`src/rtl/bit_timing_ctrl.sv`:
```
// ---------------------------------------------------------------------------
// bit_timing_ctrl
//
// CAN bit-timing controller. Each nominal bit is sequenced as SYNC (1 tq),
// SEG1 (tseg1+1 tq, lengthened by late-edge resync) and SEG2 (tseg2+1 tq,
// shortened by early-edge resync). Generates the sample-point strobe, the
// sampled bit value and the transmit-point strobe (start of each bit).
//
// Optional build macro:
//   BIT_TIMING_TRIPLE_SAMPLE_EN - rx_bit_o is the majority of the three last
//   SEG1 quanta (single sampling when SEG1 is shorter than 3 tq). Without it,
//   rx_bit_o is rx_i taken at the last SEG1 quantum.
//
// Ports:
//   clock_i        system clock
//   reset_i        asynchronous active-high reset
//   enable_i       0 holds the block idle in SYNC (rx_bit_o holds)
//   tq_en_i        one-clock strobe per time quantum
//   rx_i           synchronised bus level
//   edge_i         one-clock strobe on a recessive-to-dominant edge
//   hsync_en_i     1 = an edge causes a hard sync
//   tseg1_i        SEG1 length minus 1
//   tseg2_i        SEG2 length minus 1
//   sjw_i          SJW minus 1
//   sample_pulse_o one clock at the sample point
//   rx_bit_o       sampled bit value
//   tx_point_o     one clock at the start of each bit
//   seg_state_o    00 SYNC, 01 SEG1, 10 SEG2
//   resync_o       one clock when a resync or hard sync is applied
// ---------------------------------------------------------------------------
module bit_timing_ctrl #(
    parameter int unsigned CNT_W   = 5,
    parameter logic        RX_IDLE = 1'b1
) (
    input  logic       clock_i,
    input  logic       reset_i,
    input  logic       enable_i,
    input  logic       tq_en_i,
    input  logic       rx_i,
    input  logic       edge_i,
    input  logic       hsync_en_i,
    input  logic [2:0] tseg1_i,
    input  logic [2:0] tseg2_i,
    input  logic [1:0] sjw_i,
    output logic       sample_pulse_o,
    output logic       rx_bit_o,
    output logic       tx_point_o,
    output logic [1:0] seg_state_o,
    output logic       resync_o
);

    localparam logic [1:0] ST_SYNC = 2'b00;
    localparam logic [1:0] ST_SEG1 = 2'b01;
    localparam logic [1:0] ST_SEG2 = 2'b10;

    localparam logic [CNT_W-1:0] ONE   = CNT_W'(1);
    localparam logic [CNT_W-1:0] THREE = CNT_W'(3);

    logic [1:0]       state_q, state_d;
    logic [CNT_W-1:0] cnt_q, cnt_d;
    logic [CNT_W-1:0] ext_q, ext_d;
    logic [CNT_W-1:0] short_q, short_d;
    logic             edge_used_q, edge_used_d;
    logic             sample_pulse_q, sample_pulse_d;
    logic             tx_point_q, tx_point_d;
    logic             resync_q, resync_d;
    logic             rx_bit_q, rx_bit_d;
`ifdef BIT_TIMING_TRIPLE_SAMPLE_EN
    // hist_q[0] = rx at the previous SEG1 quantum, hist_q[1] = the one before
    logic [1:0]       hist_q, hist_d;
`endif

    logic [CNT_W-1:0] l1, l2, sjw_v;
    logic [CNT_W-1:0] l1eff, l2eff;
    logic [CNT_W-1:0] err;
    logic             restart;
    logic             sample_val;

    always_comb begin
        l1    = {{(CNT_W-3){1'b0}}, tseg1_i} + ONE;
        l2    = {{(CNT_W-3){1'b0}}, tseg2_i} + ONE;
        sjw_v = {{(CNT_W-2){1'b0}}, sjw_i} + ONE;

        state_d        = state_q;
        cnt_d          = cnt_q;
        ext_d          = ext_q;
        short_d        = short_q;
        edge_used_d    = edge_used_q;
        sample_pulse_d = 1'b0;
        tx_point_d     = 1'b0;
        resync_d       = 1'b0;
        rx_bit_d       = rx_bit_q;
`ifdef BIT_TIMING_TRIPLE_SAMPLE_EN
        hist_d         = hist_q;
`endif
        err     = '0;
        restart = 1'b0;

        // Edge evaluation uses the current state/cnt; its ext/short update is
        // seen by the tq_en transition below in the same clock.
        if (enable_i && edge_i && !edge_used_q) begin
            edge_used_d = 1'b1;
            if (hsync_en_i) begin
                restart = 1'b1;
            end else begin
                case (state_q)
                    ST_SEG1: begin
                        // late edge: phase error = quanta already spent in SEG1
                        resync_d = 1'b1;
                        err      = cnt_q + ONE;
                        ext_d    = (err < sjw_v) ? err : sjw_v;
                    end
                    ST_SEG2: begin
                        // early edge: phase error = quanta left until nominal SYNC
                        resync_d = 1'b1;
                        err      = l2 - cnt_q;
                        if (err <= sjw_v) begin
                            restart = 1'b1;
                        end else begin
                            short_d = sjw_v;
                        end
                    end
                    default: begin
                        // edge in SYNC: zero phase error, only consumes the edge
                    end
                endcase
            end
        end

        l1eff = l1 + ext_d;
        l2eff = l2 - short_d;

`ifdef BIT_TIMING_TRIPLE_SAMPLE_EN
        if (l1eff >= THREE) begin
            sample_val = (hist_q[1] & hist_q[0]) | (hist_q[1] & rx_i) | (hist_q[0] & rx_i);
        end else begin
            sample_val = rx_i;
        end
`else
        sample_val = rx_i;
`endif

        if (!enable_i) begin
            state_d     = ST_SYNC;
            cnt_d       = '0;
            ext_d       = '0;
            short_d     = '0;
            edge_used_d = 1'b0;
        end else if (restart) begin
            // the edge quantum stands in for SYNC; a coincident tq_en is consumed
            state_d    = ST_SEG1;
            cnt_d      = '0;
            ext_d      = '0;
            short_d    = '0;
            tx_point_d = 1'b1;
            resync_d   = 1'b1;
        end else if (tq_en_i) begin
            case (state_q)
                ST_SYNC: begin
                    state_d = ST_SEG1;
                    cnt_d   = '0;
                end
                ST_SEG1: begin
`ifdef BIT_TIMING_TRIPLE_SAMPLE_EN
                    hist_d = {hist_q[0], rx_i};
`endif
                    if (cnt_q == l1eff - ONE) begin
                        state_d        = ST_SEG2;
                        cnt_d          = '0;
                        sample_pulse_d = 1'b1;
                        edge_used_d    = 1'b0;
                        rx_bit_d       = sample_val;
                    end else begin
                        cnt_d = cnt_q + ONE;
                    end
                end
                ST_SEG2: begin
                    if (cnt_q == l2eff - ONE) begin
                        state_d    = ST_SYNC;
                        cnt_d      = '0;
                        ext_d      = '0;
                        short_d    = '0;
                        tx_point_d = 1'b1;
                    end else begin
                        cnt_d = cnt_q + ONE;
                    end
                end
                default: begin
                    state_d = ST_SYNC;
                    cnt_d   = '0;
                end
            endcase
        end
    end

    always_ff @(posedge clock_i or posedge reset_i) begin
        if (reset_i) begin
            state_q        <= ST_SYNC;
            cnt_q          <= '0;
            ext_q          <= '0;
            short_q        <= '0;
            edge_used_q    <= 1'b0;
            sample_pulse_q <= 1'b0;
            tx_point_q     <= 1'b0;
            resync_q       <= 1'b0;
            rx_bit_q       <= RX_IDLE;
`ifdef BIT_TIMING_TRIPLE_SAMPLE_EN
            hist_q         <= {RX_IDLE, RX_IDLE};
`endif
        end else begin
            state_q        <= state_d;
            cnt_q          <= cnt_d;
            ext_q          <= ext_d;
            short_q        <= short_d;
            edge_used_q    <= edge_used_d;
            sample_pulse_q <= sample_pulse_d;
            tx_point_q     <= tx_point_d;
            resync_q       <= resync_d;
            rx_bit_q       <= rx_bit_d;
`ifdef BIT_TIMING_TRIPLE_SAMPLE_EN
            hist_q         <= hist_d;
`endif
        end
    end

    assign sample_pulse_o = sample_pulse_q;
    assign rx_bit_o       = rx_bit_q;
    assign tx_point_o     = tx_point_q;
    assign seg_state_o    = state_q;
    assign resync_o       = resync_q;

endmodule

```
`config.mk`:
```
export PLATFORM = sky130hd
export DESIGN_NAME = bit_timing_ctrl
export DESIGN_NICKNAME = d
export VERILOG_FILES = /design/src/rtl/bit_timing_ctrl.sv
export SDC_FILE = /design/constraint.sdc
export NUM_CORES = 1
export LEC_CHECK = 0
export ABC_CLOCK_PERIOD_IN_PS = 5400
export BUFFER_PORTS_ARGS = -buffer_cell sky130_fd_sc_hd__buf_2
export CAP_MARGIN = 20
export CORE_ASPECT_RATIO = 0.5
export CORE_MARGIN = 2
export CORE_UTILIZATION = 55
export CTS_BUF_LIST = sky130_fd_sc_hd__clkbuf_2 sky130_fd_sc_hd__clkbuf_4 sky130_fd_sc_hd__clkbuf_8
export CTS_CLUSTER_SIZE = 20
export DETAILED_ROUTE_END_ITERATION = 7
export PLACE_DENSITY = 0.76
export SLEW_MARGIN = 20
export SYNTH_ARGS = -nofsm -noshare
export SYNTH_HDL_FRONTEND = slang
export SYNTH_SLANG_ARGS = --single-unit
```
`constraint.sdc`:
```
create_clock -name clock_i -period 5.4 [get_ports clock_i]
set_clock_uncertainty 0.15 [all_clocks]
set_input_delay 0 -clock clock_i [delete_from_list [all_inputs] [get_ports clock_i]]
set_output_delay 0 -clock clock_i [all_outputs]
set_load 0.05 [all_outputs]
```
==> results.py, run 1 <==
metrics = {
    "run_status": {
        "status": "finished clean",
    },
    "placed_design": {
        "port_buffers": 20,
        "place_congestion": 0.844,
        "dp_hpwl_um": 3210,
    },
    "sta": {
        "finalCritPeriodShare_pct": 94.5,
        "tns_ns": 0,
        "max_slew_margin_pct": 44.0,
        "finalHoldViolCount": 0,
        "hold-worst-slack_ns": 0.0348,
        "setup_viol": 0,
        "rsz0062_at_grt": "no",
        "fmax_ghz": 0.196,
        "period_minus_slack_ns": 5.10,
        "tightest_slew_ns": 0.839,
        "finalMaxSlewViolations": 0,
    },
    "routing": {
        "wl_per_cell_um": 15.8,
        "via_per_inst": 5.57,
        "drt-total-wl_um": 4230,
        "drc": 0,
        "ant_nets": 0,
        "vias": 1486,
        "first_pass_iters": 4,
        "drt_iter0_drc": 76,
    },
    "yosys": {
        "yosysTopAreaCellShare_pct": 29.1,
        "avgSynthCellArea_um2": 9.01,
        "syn-num-nets": 241,
        "synth-seq-cells": 22,
        "yosysTopAreaCell": "dfrtp_1",
        "async_reset_ff_share_pct": 100,
        "synthTopCellsByArea": "dfrtp_1 (29%), ha_1 (16%), xnor2_1 (7.3%)",
        "yosys_warnings": 0,
        "syn_area_mm2": 0.00180,
        "ys_types": 44,
        "synthCells": 200,
        "synth_edf_count": 0,
        "yosysSeqAreaShare_pct": 30.6,
        "ys.flop_type": "dfrtp_1",
    },
    "worst_setup_path": {
        "path_cells": "ha_1, fa_1, xnor2_1, ha_1, a32oi_1, o21ai_0, a31o_1, nor2_1, a21oi_1, ha_1, fa_1, a21o_1, a21oi_1, xnor2_1, and3_1, o2bb2ai_1, a221o_1, or3_1, o311ai_1",
        "path_common_cell": "ha_1",
        "cp_slowest_cell": "dfrtp_1",
        "cp.arrival_ns": 5.13,
        "slowest_delay_ns": 0.50,
        "worstPathMaxFanout": 9,
        "cp_data_required_time_ns": 5.43,
        "endpoint_kind": "register",
        "cp-start-kind": "register",
        "crit_type": "reg -> reg",
    },
    "power": {
        "cellPowerDensity_mw_per_mm2": 226,
        "p_leak_nw": 1.02,
        "power_uw": 470,
        "ir_drop_v": 0.000139,
        "power_switching_share_pct": 31.1,
        "p_clk_share_pct": 33.3,
        "internal_power_uw": 324,
        "pwr-share-seq_pct": 37.5,
        "p_comb_share_pct": 29.2,
        "p_sw_uw": 146,
    },
    "finish": {
        "diodes": 0,
        "final-seq-area_um2": 552,
        "area.growth.synth_to_final_pct": 15.1,
        "final_nets": 269,
        "multi_input_area_mm2": 0.00115,
        "layout-drive-gt1-share_pct": 14.1,
        "fillCellCount": 232,
    },
    "global_routing": {
        "antenna_found_initial": 0,
        "grt_pass1_vias": 1486,
        "grt_max_degree": 23,
        "grt_overflow_total": 0,
        "grt_pass1_wl_um": 6990,
        "grt_usage_pct": 24.4,
    },
    "cts": {
        "path_clk_slew_ns": 0.09,
        "root_buffer": "clkbuf_8",
        "clk_latency_ns": 0.27,
        "cts_tree": "yes",
        "cts_made_buffers": 3,
        "postCtsResizedCells": 0,
        "clockBufferDepth": 2,
        "clock_sinks": 22,
        "htree_num_levels": 1,
    },
    "floorplanning": {
        "start_util_pct": 58.8,
        "core-area_mm2": 0.00307,
        "fp.dieH_um": 44.5,
        "die_area_mm2": 0.00378,
        "die_w_um": 85.0,
        "ioPinCount": 21,
        "rows": 14,
    },
    "flow_run": {
        "maxCapViolations": 0,
    },
    "min_path": {
        "min_path_type": "in -> reg",
    },
}
## per-stage QoR
| stage | utilization, % | worst slack, ns | instances | instance area [um^2] |
|---|---|---|---|---|
| floorplan | - | 0.948 | 200 | 1800 |
| global placement | 63.1 | 0.491 | 256 | 1930 |
| detailed placement | 63.1 | 0.370 | 256 | 1930 |
| CTS | 67.7 | 0.333 | 267 | 2080 |
| global route | 67.7 | 0.0657 | 267 | 2080 |
| finish | 67.7 | 0.298 | 267 | 2080 |
## cell usage after synthesis, types with 3 or more instances
cell type / instances
a21o_1: 3
a21oi_1: 11
a32o_1: 3
buf_2: 3
dfrtp_1: 21
fa_1: 3
ha_1: 23
inv_1: 19
nand2_1: 12
nand2b_1: 4
nand3_1: 7
nor2_1: 25
nor2b_1: 3
o21ai_0: 6
or3_1: 3
xnor2_1: 15
xor2_1: 7
## path summary, 6_finish.rpt
kind / slack [ns] / start / to / cells after the start
worst max register to register: 0.30 / cnt_q[0] / seg_state_o[0] / 19
worst min-delay path: 0.03 / sjw_i[0] / short_q[0] / 4
worst max-delay path: 0.30 / cnt_q[0] / seg_state_o[0] / 19
worst min register to register: 0.37 / ext_q[4] / ext_q[4] / 2
max in group asynchronous: 4.29 / reset_i / ext_q[2] / 3
min in group asynchronous: 0.28 / reset_i / tx_point_o / 3
## cells by family after synthesis
family	share of synthesized area [%]
AOI/OAI and AO/OA	14.9
xor gates and xnor gates	10.7
adders and majority gates	19.3
buffers and inverters	5.41
DFF	30.6
muxes	1.73
and+or+nand+nor	17.3
## per-layer routing
layer	global-route usage [%]	routed length, um	up-vias
met5	0	0	-
met4	6.67	35	0
met3	5.22	249	6
met2	41.3	1910	51
met1	32.6	2030	691
li1	-	-	738
## power by group through the flow
stage / Combinational [mW] / Clock, mW / Sequential (mW)
2_1_floorplan: 0.0818 / 0 / 0.195
3_3_place_gp: 0.126 / 0 / 0.179
3_5_place_dp: 0.131 / 0 / 0.179
4_1_cts: 0.136 / 0.158 / 0.176
5_1_grt: 0.152 / 0.166 / 0.178
6_report: 0.137 / 0.156 / 0.176
## worst max-delay path: cells and delay by family, from the launching register on
kind,cells,cell delay (ns)
AO/OA/AOI/OAI,9,1.71
flip-flops,1,0.50
AND/OR/NAND/NOR,3,0.72
XOR/XNOR,2,0.29
adder cells (fa/ha/maj),5,1.63
## registers in the layout, summed over array words and instances (netlist names), 2 cells and up
name         count
seg_state_o      2
cnt_q            5
short_q          5
ext_q            5
## what timing repair did
| item | 4_1_cts | 5_1_grt |
|---|---|---|
| setup buffers | 0 | 0 |
| hold buffers | 7 | 0 |
| endpoints found under the hold margin | 29 | 0 |
## cell usage in the layout, fill, tap and decap left out, types with 4 or more instances in the layout
cell type / count
nand3_1: 7
ha_1: 23
nor2_1: 25
xor2_1: 7
dfrtp_1: 21
a21oi_1: 11
o21ai_0: 6
buf_2: 20
dlygate4sd3_1: 7
nand2b_1: 4
xnor2_1: 15
nand2_1: 12
inv_1: 19
## area by class of cell
class	instances	area share, %
clock buffers	3	1.99
clock inverters	1	1.45
inverters	19	3.44
multi-input cells	154	55.6
flip-flops and latches	22	26.6
well taps	40	2.41
repair buffers	28	8.56
Note: power is estimated with default switching activity, not from simulation.
==> inputs of run 2 (changes only) <==
Settings changed: CORE_MARGIN 2 to 8, MAX_ROUTING_LAYER from default to met4.
==> run 2 against run 1 <==
Sequential power barely moved. Critical path depth is the same. Die area is 45% higher. Via count decreased by 0.34%. Routed wire length decreased by 3.0%. Worst setup slack gained 0.018 ns. Clock power is 24% lower.
==> results.py, run 2 (synthesis gave the netlist of run 1 again) <==
metrics = {
    "cts": {
        "path_clk_slew_ns": 0.08,
        "cts_made_buffers": 3,
        "root_buffer": "clkbuf_8",
        "clock_sinks": 22,
        "clockBufferDepth": 2,
        "cts_tree": "yes",
        "htree_num_levels": 1,
        "clk_latency_ns": 0.27,
    },
    "finish": {
        "top_regs": "cnt_q: 5 flops, ext_q: 5 flops, short_q: 5 flops",
        "layout.cells.non_filler": 267,
        "final_nets": 269,
        "fillCellCount": 244,
        "final_cell_mix": "nor2_1 (25), ha_1 (23), dfrtp_1 (21), buf_2 (20), inv_1 (19)",
        "area.growth.synth_to_final_pct": 14.2,
        "diodes": 0,
        "layout-drive-gt1-share_pct": 14.1,
        "final_common_cell": "nor2_1",
    },
    "worst_setup_path": {
        "r2r_setup_slack_ns": 0.32,
        "crit_type": "reg -> reg",
        "cp-start-kind": "register",
        "endpoint_kind": "register",
        "cp_data_required_time_ns": 5.42,
        "cp.arrival_ns": 5.10,
        "worstPathMaxFanout": 9,
    },
    "power": {
        "cellPowerDensity_mw_per_mm2": 209,
        "ir_drop_v": 0.000128,
        "p_leak_nw": 1.01,
    },
    "routing": {
        "vias": 1481,
        "drt-total-wl_um": 4100,
        "via_per_inst": 5.55,
        "ant_nets": 0,
        "drc": 0,
        "first_pass_iters": 4,
        "wl_per_cell_um": 15.4,
        "drt_iter0_drc": 120,
    },
    "sta": {
        "tightest_slew_ns": 0.841,
        "tns_ns": 0,
        "fmax_ghz": 0.197,
        "setup_viol": 0,
        "max_slew_margin_pct": 43.9,
        "finalCritPeriodShare_pct": 94.2,
        "finalHoldViolCount": 0,
        "finalMaxSlewViolations": 0,
        "rsz0062_at_grt": "no",
        "period_minus_slack_ns": 5.08,
    },
    "global_routing": {
        "top_usage_layer": "met2",
        "grt_max_degree": 23,
        "grt_util_met1_pct": 20.9,
        "grt_usage_pct": 16.0,
        "grt_pass1_wl_um": 6910,
        "grtUsageMet2_pct": 23.1,
        "grt_overflow_total": 0,
        "antenna_found_initial": 0,
        "grt_pass1_vias": 1404,
        "gr-usage-met3_pct": 4.15,
    },
    "flow_run": {
        "maxCapViolations": 0,
    },
    "placed_design": {
        "place_congestion": 0.870,
        "port_buffers": 20,
        "dp_cells": 256,
        "dp_hpwl_um": 3200,
    },
    "floorplanning": {
        "fp.dieH_um": 56.5,
        "rows": 14,
        "ioPinCount": 21,
        "die_w_um": 97.0,
        "die_area_mm2": 0.00548,
        "core-area_mm2": 0.00307,
        "start_util_pct": 58.8,
    },
    "min_path": {
        "min_path_type": "in -> reg",
    },
    "run_status": {
        "status": "finished clean",
    },
}
[run 2: layout make-up]
cell class                 instances  area, um^2  area share (%)
timing repair buffer              28         178            8.63
sequential                        22         552            26.8
clock buffer                       4        55.1            2.67
inverter                          19        71.3            3.46
tap                               40        50.0            2.43
multi-input combinational        154        1150            56.0
[run 2: path summary, 6_finish.rpt]
| check | startpoint | endpoint | depth (start not counted) |
|---|---|---|---|
| min reg2reg | ext_q[4] | ext_q[4] | 2 |
| max in group asynchronous | reset_i | short_q[3] | 3 |
| max | cnt_q[0] | seg_state_o[0] | 19 |
| min in group asynchronous | reset_i | tx_point_o | 3 |
| min | sjw_i[0] | short_q[0] | 4 |
| max reg2reg | cnt_q[0] | seg_state_o[0] | 19 |
[run 2: critical path, cell delays in order (launching register included)]
cell and delay (ns):
dfrtp_1 0.51, ha_1 0.27, fa_1 0.42, xnor2_1 0.15, ha_1 0.30, a32oi_1 0.16, o21ai_0 0.14, a31o_1 0.31
nor2_1 0.12, a21oi_1 0.06, ha_1 0.23, fa_1 0.42, a21o_1 0.21, a21oi_1 0.21, xnor2_1 0.14, and3_1 0.22
o2bb2ai_1 0.12, a221o_1 0.36, or3_1 0.37, o311ai_1 0.09
[run 2: routing by layer]
metal,share of wire (%),wire length [um]
met5,0,0
met1,48,1980
met4,1.4,57
met3,8.0,326
met2,42,1740
[run 2: timing repair]
action	in CTS	in global routing
buffers inserted	0	0
hold endpoints to repair	28	0
gates resized for setup	0	0
hold buffers	7	0
[run 2: power breakdown]
group / switching, mW / total [mW] / internal, mW
Clock: 0.0540 / 0.119 / 0.0651
Sequential: 0.00462 / 0.176 / 0.171
Combinational: 0.0818 / 0.135 / 0.0528
[run 2: through the flow]
stage               power [mW]  cell area [um^2]  util, %  hold slack, ns  setup WS, ns
floorplan                0.276              1800        -          -0.162         0.948
global placement         0.305              1930     63.1          0.0565         0.492
detailed placement       0.308              1930     63.1          0.0534         0.380
CTS                      0.432              2060     67.2         0.00594         0.355
global route             0.458              2060     67.2          0.0187        0.0301
finish                   0.430              2060     67.2         0.00472         0.316
==> inputs of run 3 (changes only) <==
Settings changed: REMOVE_ABC_BUFFERS from default to 1.
==> run 3 against run 2 <==
Register-to-register slack gained 0.02 ns. Sequential share of layout area shrank 0.17 points. Cell count is the same. Fmax grew 0.32%. Via count grew 0.74%. Combinational power is essentially flat. Flip-flop and latch count is the same. Total power grew 8.1%. Clock power grew 30%. Non-clock buffer count is the same. Worst setup slack gained 0.016 ns. Worst hold slack gained 0.018 ns.
==> results.py, run 3 (synthesis gave the netlist of run 1 again) <==
metrics = {
    "placed_design": {
        "place_congestion": 0.885,
        "dpl_cell_area_mm2": 0.00193,
        "dp_hpwl_um": 3200,
        "port_buffers": 20,
    },
    "worst_setup_path": {
        "ff2ff_path_depth": 19,
        "cp.arrival_ns": 5.09,
        "cp_data_required_time_ns": 5.42,
        "rr_endpoint": "seg_state_o[0]",
        "endpoint_kind": "register",
        "crit_type": "reg -> reg",
        "reg2reg_from": "cnt_q[0]",
        "path_common_cell": "ha_1",
        "worstPathMaxFanout": 9,
        "cp_slowest_cell": "dfrtp_2",
        "path_cells": "ha_1, fa_1, xnor2_1, ha_1, a32oi_1, o21ai_0, a31o_1, nor2_1, a21oi_1, ha_1, fa_1, a21o_1, a21oi_1, xnor2_1, and3_1, o2bb2ai_1, a221o_1, or3_1, o311ai_1",
        "r2r_setup_slack_ns": 0.33,
        "cp-start-kind": "register",
        "slowest_delay_ns": 0.50,
    },
    "finish": {
        "stdcell_area_mm2": 0.00208,
        "fin_util_pct": 67.8,
        "fillCellCount": 243,
        "final_nets": 269,
        "final_common_cell": "nor2_1",
        "diodes": 0,
        "top_regs": "cnt_q: 5 flops, ext_q: 5 flops, short_q: 5 flops",
        "layout-drive-gt1-share_pct": 14.5,
        "area.growth.synth_to_final_pct": 15.2,
        "final_cell_mix": "nor2_1 (25), ha_1 (23), dfrtp_1 (20), buf_2 (20), inv_1 (19)",
    },
    "cts": {
        "root_buffer": "clkbuf_8",
        "htree_num_levels": 1,
        "path_clk_slew_ns": 0.09,
        "cts_tree": "yes",
        "clockBufferDepth": 2,
        "post_cts_buffers": 0,
        "cts_made_buffers": 3,
        "clock_sinks": 22,
        "clk_latency_ns": 0.27,
    },
    "power": {
        "cellPowerDensity_mw_per_mm2": 224,
        "power_uw": 465,
        "ir_drop_v": 0.000128,
        "p_leak_nw": 1.01,
    },
    "routing": {
        "ant_nets": 0,
        "first_pass_iters": 4,
        "drt_iter0_drc": 97,
        "via_per_inst": 5.59,
        "wl_per_cell_um": 15.3,
        "drc": 0,
        "vias": 1492,
        "drt-total-wl_um": 4090,
    },
    "sta": {
        "rsz0062_at_grt": "no",
        "tns_ns": 0,
        "max_slew_margin_pct": 44.1,
        "finalMaxSlewViolations": 0,
        "period_minus_slack_ns": 5.07,
        "tightest_slew_ns": 0.837,
        "setup_viol": 0,
        "finalCritPeriodShare_pct": 93.9,
        "finalHoldViolCount": 0,
        "fmax_ghz": 0.197,
    },
    "floorplanning": {
        "ioPinCount": 21,
        "core-area_mm2": 0.00307,
        "fp.dieH_um": 56.5,
        "die_area_mm2": 0.00548,
        "start_util_pct": 58.8,
        "die_w_um": 97.0,
        "rows": 14,
    },
    "global_routing": {
        "grt_pass1_vias": 1487,
        "antenna_found_initial": 0,
        "grt_overflow_total": 0,
        "grt_pass1_wl_um": 7110,
        "grt_max_degree": 23,
        "grt_usage_pct": 16.1,
    },
    "min_path": {
        "hold_path_end": "short_q[0]",
        "hp-start": "sjw_i[0]",
        "hold_path_depth": 4,
        "min_path_type": "in -> reg",
    },
    "flow_run": {
        "maxCapViolations": 0,
    },
    "run_status": {
        "status": "finished clean",
    },
}
[run 3: power by group]
group / internal (mW) / switching [mW]
registers: 0.172 / 0.00451
clock network: 0.0991 / 0.0556
logic: 0.0524 / 0.0816
total: 0.323 / 0.142
[run 3: final cells by class]
type	count	area (um^2)	area share, %
Inverter	19	71.3	3.43
Sequential cell	22	553	26.6
Clock buffer	3	41.3	1.99
Clock inverter	1	30.0	1.45
Timing Repair Buffer	28	178	8.55
Multi-Input combinational cell	154	1150	55.5
Tap cell	40	50.0	2.41
[run 3: worst max-delay path: cells and delay by family, from the launching register on]
family | cells | cell delay (ns)
fa+ha+maj | 5 | 1.59
simple gates | 3 | 0.73
flops | 1 | 0.50
compound gates | 9 | 1.68
xor+xnor | 2 | 0.31
[run 3: per-stage QoR]
step	setup WS [ns]	hold WS, ns	std cells
global route	0.00543	0.0594	267
CTS	0.288	0.0281	267
finish	0.332	0.0232	267
floorplan	0.881	-0.162	195
global placement	0.442	0.0638	256
detailed placement	0.339	0.0786	256
[run 3: repair_timing]
item                       CTS  global route
hold buffers                 7             0
setup endpoints to repair    0             2
resized for setup            0             1
hold endpoints to repair    28             0
[run 3: worst max path at each step]
stage                   from        endpoint  slack, ns
floorplan           cnt_q[0]  seg_state_o[0]       0.88
global placement    cnt_q[0]  seg_state_o[0]       0.44
detailed placement  cnt_q[0]  seg_state_o[0]       0.34
CTS                 cnt_q[0]  seg_state_o[0]       0.29
global route        cnt_q[0]  seg_state_o[0]      0.005
finish              cnt_q[0]  seg_state_o[0]       0.33
[run 3: metal layers]
metal	track usage, %	share of wire [%]	vias up
met3	4.39	6.9	4
met5	-	0	-
met4	4.12	1.1	0
met1	20.3	48	698
met2	25.1	44	48
li1	-	-	742
